===== config.mk =====
export PLATFORM = sky130hd
export DESIGN_NAME = free_list
export DESIGN_NICKNAME = d
export VERILOG_FILES = /design/src/rtl/free_list.sv
export SDC_FILE = /design/constraint.sdc
export NUM_CORES = 1
export LEC_CHECK = 0
export CORE_ASPECT_RATIO = 0.8
export CORE_MARGIN = 4
export CORE_UTILIZATION = 50
export DETAILED_ROUTE_END_ITERATION = 16
export GPL_TIMING_DRIVEN = 0
export PLACE_DENSITY = 0.71
export SETUP_SLACK_MARGIN = 0.4
export SLEW_MARGIN = 20
export SYNTH_ARGS = -nofsm -noshare
export SYNTH_HDL_FRONTEND = slang
export SYNTH_SLANG_ARGS = --single-unit

===== constraint.sdc =====
create_clock -name clk -period 10.1 [get_ports clk]
set_input_delay 2.02 -clock clk [delete_from_list [all_inputs] [get_ports clk]]
set_output_delay 2.02 -clock clk [all_outputs]
set_load 0.1 [all_outputs]

===== src/rtl/free_list.sv =====
// Circular FIFO of free physical register indices between the retirement
// register file (releases) and rename (allocations), with one-cycle flush recovery.
module free_list #(
   parameter int PRF_DEPTH = 64,
   parameter int ARF_DEPTH = 32,
   parameter int ID_WIDTH  = 2,
   parameter int PRF_IDX   = $clog2(PRF_DEPTH)
) (
   input  logic                                   clk,
   input  logic                                   rst,
   input  logic [ID_WIDTH-1:0]                    rrf_valid,
   input  logic [ID_WIDTH-1:0][PRF_IDX-1:0]       rrf_stale_idx,
   input  logic [ID_WIDTH-1:0]                    alloc_req,
   output logic                                   alloc_ready,
   output logic [ID_WIDTH-1:0][PRF_IDX-1:0]       alloc_idx,
   input  logic                                   flush,
   output logic [$clog2(PRF_DEPTH-ARF_DEPTH):0]   free_count,
   output logic                                   overflow_err
);

   localparam int FL_DEPTH = PRF_DEPTH - ARF_DEPTH;
   localparam int AW       = $clog2(FL_DEPTH);
   localparam int PW       = AW + 1;

   logic [PRF_IDX-1:0]           mem [FL_DEPTH];
   logic [PW-1:0]                rd_ptr, wr_ptr, rd_next, wr_next;
   logic [PW-1:0]                count, space, deq_cnt, enq_cnt, rd_off;
   logic [ID_WIDTH-1:0]          enq_ok;
   logic [ID_WIDTH-1:0][AW-1:0]  wr_addr;
   logic                         drop;

   // Requesting lanes are compacted onto consecutive head entries; an idle lane
   // shows the entry at its own lane offset, so the idle view is head+i.
   always_comb begin
      count       = wr_ptr - rd_ptr;
      alloc_ready = (count >= PW'(ID_WIDTH));
      deq_cnt     = '0;
      rd_off      = '0;
      alloc_idx   = '0;
      for (int unsigned i = 0; i < ID_WIDTH; i++) begin
         rd_off       = alloc_req[i] ? deq_cnt : PW'(i);
         alloc_idx[i] = mem[AW'(rd_ptr + rd_off)];
         deq_cnt      = deq_cnt + PW'(alloc_req[i]);
      end
   end

   // Room this cycle counts the slots freed by a same-cycle dequeue.
   always_comb begin
      space   = PW'(FL_DEPTH) - count + ((alloc_ready && !flush) ? deq_cnt : '0);
      enq_cnt = '0;
      enq_ok  = '0;
      wr_addr = '0;
      drop    = 1'b0;
      for (int unsigned i = 0; i < ID_WIDTH; i++) begin
         wr_addr[i] = AW'(wr_ptr + enq_cnt);
         if (rrf_valid[i]) begin
            if (enq_cnt < space) begin
               enq_ok[i] = 1'b1;
               enq_cnt   = enq_cnt + 1'b1;
            end else begin
               drop = 1'b1;
            end
         end
      end
      wr_next = wr_ptr + enq_cnt;
      rd_next = rd_ptr;
      if (flush)            rd_next = wr_next - PW'(FL_DEPTH);
      else if (alloc_ready) rd_next = rd_ptr + deq_cnt;
   end

   always_ff @(posedge clk or negedge rst) begin
      if (!rst) begin
         for (int unsigned i = 0; i < FL_DEPTH; i++)
            mem[i] <= PRF_IDX'(ARF_DEPTH + int'(i));
         rd_ptr       <= '0;
         wr_ptr       <= {1'b1, {AW{1'b0}}};
         free_count   <= PW'(FL_DEPTH);
         overflow_err <= 1'b0;
      end else begin
         for (int unsigned i = 0; i < ID_WIDTH; i++)
            if (enq_ok[i]) mem[wr_addr[i]] <= rrf_stale_idx[i];
         rd_ptr     <= rd_next;
         wr_ptr     <= wr_next;
         free_count <= wr_next - rd_next;
         if (drop) overflow_err <= 1'b1;
      end
   end

endmodule


==> results of run 1 <==
layout make-up:
type	count	area share
diodes	2	0.000293
repair buffers	39	0.0255
flip-flops and latches	211	0.318
inverters	180	0.0396
plain buffers	93	0.0282
well taps	406	0.0298
clock inverters	11	0.0107
clock buffers	33	0.0395
multi-input cells	849	0.509
per-stage QoR:
step	util	setup slack (ns)	setup TNS (ns)	cell area, um2
final	0.576	0.888	0	17100
after global routing	0.576	0.423	0	17100
after detailed placement	0.546	0.387	0	16200
after floorplan	-	1.51	0	15200
after global placement	0.543	-2.16	-206.53	16100
after CTS	0.575	0.634	0	17000
flip-flops by register name, summed over array words and instances, names as in the netlist:
signal,count
mem,192
overflow_err,1
rd_ptr,6
wr_ptr,6
free_count,6
synth_stat cells, drive strengths merged, types with 5 or more instances:
master     n  area, um2
o21ai     15       90.1
o22ai    156        976
mux2i      9       90.1
dfstp    114       3000
nor2b      9       56.3
clkbuf    49        184
inv      179        672
dfrtp     97       2430
a21oi     35        397
xnor2     14        123
nand3     63        390
nor3       7       35.0
nor3b      5       37.5
mux2     195       2200
fa         5        100
ha        22        275
a2bb2oi    6       52.6
buf       44        280
a21o       6       45.0
o211ai     5       37.5
mux4     120       2700
nor2      17       63.8
o2bb2ai   30        263
nand2     86        343
xor2      10        110
worst max path at each step:
stage	start	endpoint	slack [ns]	cells after the start
floorplan	rd_ptr[1]$_DFF_PN0_	free_count[5]$_DFF_PN1_	1.51	34
global placement	rst	mem[74]$_DFF_PN0_	-2.16	1
detailed placement	rd_ptr[1]$_DFF_PN0_	free_count[5]$_DFF_PN1_	0.39	34
CTS	rd_ptr[1]$_DFF_PN0_	free_count[5]$_DFF_PN1_	0.63	34
global route	rd_ptr[1]$_DFF_PN0_	free_count[5]$_DFF_PN1_	0.42	34
finish	alloc_req[1]	alloc_idx[6]	0.89	11
worst register-to-register path: cells and delay by family (launching register included):
family	cells	cell delay [ns]
adder cells (fa/ha/maj)	4	1.26
flip-flops	1	0.45
AND/OR/NAND/NOR	7	2.61
XOR/XNOR	2	0.47
multiplexers	1	0.47
buffers and inverters	7	2.19
AO/OA/AOI/OAI	6	1.66
per-layer routing:
metal,wire (um),GRT usage,vias to the layer above
li1,-,-,5112
met1,21600,0.469,6389
met2,22900,0.467,982
met3,7800,0.108,205
met4,2660,0.127,2
met5,13,0,-
cell families (layout without fill, tap and decap cells):
| family | count (synthesis) | count (layout) | synth area share |
|---|---|---|---|
| DFF | 211 | 211 | 0.356 |
| muxes | 324 | 324 | 0.328 |
| other | 0 | 2 | 0 |
| buffers and inverters | 273 | 356 | 0.0749 |
| AOI/OAI and AO/OA | 270 | 270 | 0.133 |
| adders and majority gates | 28 | 28 | 0.0253 |
| and+or+nand+nor | 203 | 203 | 0.0681 |
| xor gates and xnor gates | 24 | 24 | 0.0153 |
timing repair:
action / 4_1_cts / 5_1_grt
pin swaps: 0 / 0
resized for setup: 2 / 3
buffers inserted: 0 / 0
endpoints found under the setup margin: 1 / 118
==> flow_summary.ini, run 1 <==
[min_path]
hold_end = overflow_err$_DFFE_PN0P_
hold_start = overflow_err$_DFFE_PN0P_
hold_path.class = flip-flop to flip-flop
worstHoldPathCells = 1

[global_route]
grt_pass1_vias = 12400
grt-ovfl-total = 0
grt_first_pass_wirelength_um = 81100
gr-usage-all-layers = 0.328
grt_max_degree = 73
antenna_found_initial = 4

[layout]
nNetsFinal = 1444
multi_input_area_um2 = 8680
fillers = 2475
seq_area_um2 = 5420
areaGrowthSynthToFinish_pct = 12.1
layout_commonest_cell = mux2_2
stdcell_count = 1824
drive_above_1_share = 0.396
mostFrequentLayoutCells = mux2_2 (185), inv_1 (178), o22ai_1 (156)

[timing]
setup_violations = 0
whs_ns = 0.467
period_needed_ns = 9.21
finalCritPeriodShare = 0.912
skew_ns = 0.0238
grt_setup_unrepaired = false
hold_viol_final = 0
clock.fmax_mhz = 109
maxSlewHeadroom = 0.255
worst_pin_slew_ns = 1.11
slew_violations = 0

[placed_design]
port_buffers = 36
place_inst = 1778
dp_hpwl_um = 39900
gp_congestion = 1.02

[drt]
drt_iter0_markers = 1755
drt-total-wl_um = 54900
num_vias = 12700
antenna_left = 0
first_pass_iters = 8
drc = 0
post_drt_via_cell_ratio = 6.96
routedWlPerCell_um = 30.1

[clock_network]
cts_sinks = 211
cts_hold_buffers = 0
clock_latency_ns = 0.57
cts_tree = done
cts-root-buf = clkbuf_16
cts_max_level = 1
numCtsBuffers = 24
clk_pin_slew_ns = 0.07
max-clock-path-buffers = 3

[logic_synthesis]
synth_async_sr_flop_share = 1.00
syn_area_um2 = 15200
syn-num-nets = 1379
synth.distinct_cells = 59
avgSynthCellArea_um2 = 11.4
ys.warnings.count = 0
synth_edf_count = 0
synthFlopType = dfstp_2
ys_seq_area_frac = 0.356
ys_seq_elements = 211
netlist_instances = 1333

[floorplanning]
io_pins = 39
start_util = 0.514
die_area_um2 = 33300
core-area_um2 = 29600
dieHeight_um = 164
die_w_um = 203
rows = 56

[job]
maxCapViolations = 0

[worst_setup_path]
r2r-end = mem[174]$_DFF_PN0_
cp-end-kind = output port
crit_family = buffers and inverters
cp_max_fo = 10
worstRegToRegCells = 27
path_cells = clkdlybuf4s50_1 -> ha_1 -> inv_1 -> ha_1 -> ha_1 -> buf_1 -> clkbuf_1 -> mux4_2 -> mux4_2 -> mux2_2 -> clkdlybuf4s50_1
critical_path_arrival_ns = 7.19
setup.worst_path.start_class = input port
critical_path_class = input port to output port
r2r_start = rd_ptr[1]$_DFF_PN0_
slowest_delay_ns = 0.98
cp_data_required_time_ns = 8.08
reg2reg_setup_slack_ns = 0.89
cpMostUsedCell = ha_1
cp_num_buf_inv = 5
critical_path.slowest_cell = clkdlybuf4s50_1

[run_status]
status = finished clean
Power of run 1 is left out: the tool's default activity adds up to more than one toggle a clock period on the data nets, which glitch-free logic cannot reach.
==> run 2, diff against run 1 <==
--- a/config.mk
+++ b/config.mk
@@ -5,12 +5,13 @@
 export SDC_FILE = /design/constraint.sdc
 export NUM_CORES = 1
 export LEC_CHECK = 0
+export ABC_AREA = 1
 export CORE_ASPECT_RATIO = 0.8
 export CORE_MARGIN = 4
-export CORE_UTILIZATION = 50
+export CORE_UTILIZATION = 27
 export DETAILED_ROUTE_END_ITERATION = 16
 export GPL_TIMING_DRIVEN = 0
-export PLACE_DENSITY = 0.71
+export PLACE_DENSITY = 0.45
 export SETUP_SLACK_MARGIN = 0.4
 export SLEW_MARGIN = 20
 export SYNTH_ARGS = -nofsm -noshare
==> run 2 against run 1 <==
Clock-buffer cell count increased by 12. Routed wire length increased by 55%. Hold slack improved by 0.020 ns. Via count increased by 48%. Maximum frequency increased by 5.8%. Synthesized cell count increased by 97%. Largest cell class unchanged. Flip-flop and latch count unchanged. Clock skew decreased by 0.010 ns. Utilization decreased by 26 points.
==> flow_summary.ini, run 2 <==
[layout]
multi_input_area_um2 = 8990
nNetsFinal = 2744
drive_above_1_share = 0.0791
fin_area_um2 = 18500
fillers = 6636
seq_area_um2 = 5420
mostFrequentLayoutCells = nand2_1 (1012), inv_1 (327), nand3_1 (294)
largest_reg_flops = 192
top_register = mem
layout_commonest_cell = nand2_1
areaGrowthSynthToFinish_pct = 14.2

[drt]
first_pass_iters = 7
drc = 0
post_drt_via_cell_ratio = 5.37
drt-total-wl_um = 85300
routedWlPerCell_um = 24.4
num_vias = 18800
antenna_left = 0
drt_iter0_markers = 2501

[timing]
setup_slack_ns = 1.39
slew_violations = 0
grt_setup_unrepaired = false
clock.fmax_mhz = 115
period_needed_ns = 8.71
finalCritPeriodShare = 0.862
hold_viol_final = 0
worst_pin_slew_ns = 1.18
skew_ns = 0.0138
maxSlewHeadroom = 0.216
whs_ns = 0.487
setup_violations = 0

[logic_synthesis]
syn-num-nets = 2674
netlist_instances = 2628
syn_area_um2 = 16200
yosysMostFrequentCell = nand2_1
ys_seq_area_frac = 0.335
yosys.area.top_type_share = 0.235
synth.area.top_cells = nand2_1 (23%), dfstp_2 (18%), dfrtp_1 (15%), nand3_1 (9.1%), inv_1 (7.6%)
ys_seq_elements = 211
synth_common_cells = nand2_1 (1012), inv_1 (327), nand3_1 (294)
avgSynthCellArea_um2 = 6.16
synth_edf_count = 0
synth_async_sr_flop_share = 1.00
yosysTopAreaCell = nand2_1
ys.warnings.count = 0
synthFlopType = dfstp_2
synth.distinct_cells = 35

[clock_network]
postCtsSetupRepairBufs = 0
cts_sinks = 211
clk_pin_slew_ns = 0.06
cts_tree = done
cts_resized = 0
clock_latency_ns = 0.57
numCtsBuffers = 27
cts-root-buf = clkbuf_16
max-clock-path-buffers = 3
cts_hold_buffers = 0
cts_max_level = 1

[worst_setup_path]
critical_path_arrival_ns = 6.69
cp_data_required_time_ns = 8.08
cp-end-kind = output port
critical_path_class = input port to output port
cp_max_fo = 10
setup.worst_path.start_class = input port

[placed_design]
port_buffers = 37
pre_cts_slack_ns = 1.41
gp_congestion = 1.03
dp_hpwl_um = 62700
dpl_cell_area_um2 = 17600

[job]
maxCapViolations = 0

[floorplanning]
die_area_um2 = 64000
dieHeight_um = 227
io_pins = 39
die_w_um = 282
core-area_um2 = 59500
start_util = 0.272
rows = 80

[global_route]
grt-ovfl-total = 0
grt_first_pass_wirelength_um = 122000
gr-usage-all-layers = 0.260
antenna_found_initial = 1
grt_pass1_vias = 17300
grt_max_degree = 90

[min_path]
hold_path.class = flip-flop to flip-flop

[run_status]
status = finished clean
[run 2: changes by cell type after synthesis, sizes merged, moves of 51 or more]
cell	delta
mux4	-120
o22ai	-144
mux2	-195
inv	+159
o21ai	+221
clkbuf	+51
a21oi	+144
nand3	+231
nor2	+68
nand2	+931
[run 2: logic make-up (layout without fill, tap and decap cells)]
family,count (synthesis),in the layout,synth area share
AO/OA/AOI/OAI,452,452,0.145
XOR/XNOR,17,17,0.00919
adder cells (fa/ha/maj),27,27,0.0232
buffers and inverters,472,561,0.111
flip-flops,211,211,0.335
other,0,2,0
AND/OR/NAND/NOR,1449,1449,0.377
[run 2: final timing paths]
check / start / endpoint / slack, ns / cells past startpoint
max in group asynchronous: rst / mem[15]$_DFF_PN1_ / 7.87 / 2
setup reg to reg: rd_ptr[1]$_DFF_PN0_ / free_count[5]$_DFF_PN1_ / 1.74 / 41
setup / recovery: alloc_req[1] / alloc_idx[7] / 1.39 / 13
hold / removal: overflow_err$_DFFE_PN0P_ / overflow_err$_DFFE_PN0P_ / 0.49 / 2
hold reg to reg: overflow_err$_DFFE_PN0P_ / overflow_err$_DFFE_PN0P_ / 0.49 / 2
min in group asynchronous: rst / mem[154]$_DFF_PN0_ / 1.38 / 1
[run 2: worst max-delay path, cell delays in order]
cell	delay [ns]
clkdlybuf4s50_1	0.49
ha_1	0.15
inv_1	0.05
ha_1	0.20
ha_1	0.24
xnor2_1	0.54
inv_1	0.29
clkbuf_1	0.41
clkbuf_1	0.38
nand3_1	0.19
nand3_1	0.15
a31oi_1	0.37
clkdlybuf4s50_1	1.20
[run 2: layer usage]
layer | global-route usage | part of all wire | vias to the layer above
li1 | - | - | 8530
met1 | 0.392 | 0.46 | 9047
met2 | 0.365 | 0.39 | 1041
met3 | 0.0619 | 0.11 | 171
met4 | 0.0790 | 0.035 | 0
met5 | 0 | 0 | -
[run 2: cell type report]
class | instances | area share
timing repair buffer | 41 | 0.0243
inverter | 338 | 0.0686
sequential | 211 | 0.293
tap | 779 | 0.0527
clock inverter | 3 | 0.00352
clock buffer | 45 | 0.0429
antenna | 2 | 0.000271
buffer | 134 | 0.0287
multi-input combinational | 1945 | 0.486
[run 2: through the flow]
stage	cells	utilization	TNS [ns]
2_1_floorplan	2628	-	0
3_3_place_gp	3444	0.295	-278.68
3_5_place_dp	3448	0.297	0
4_1_cts	3496	0.311	0
5_1_grt	3496	0.311	0
6_report	3498	0.311	0
Power of run 2 is left out for the same reason.
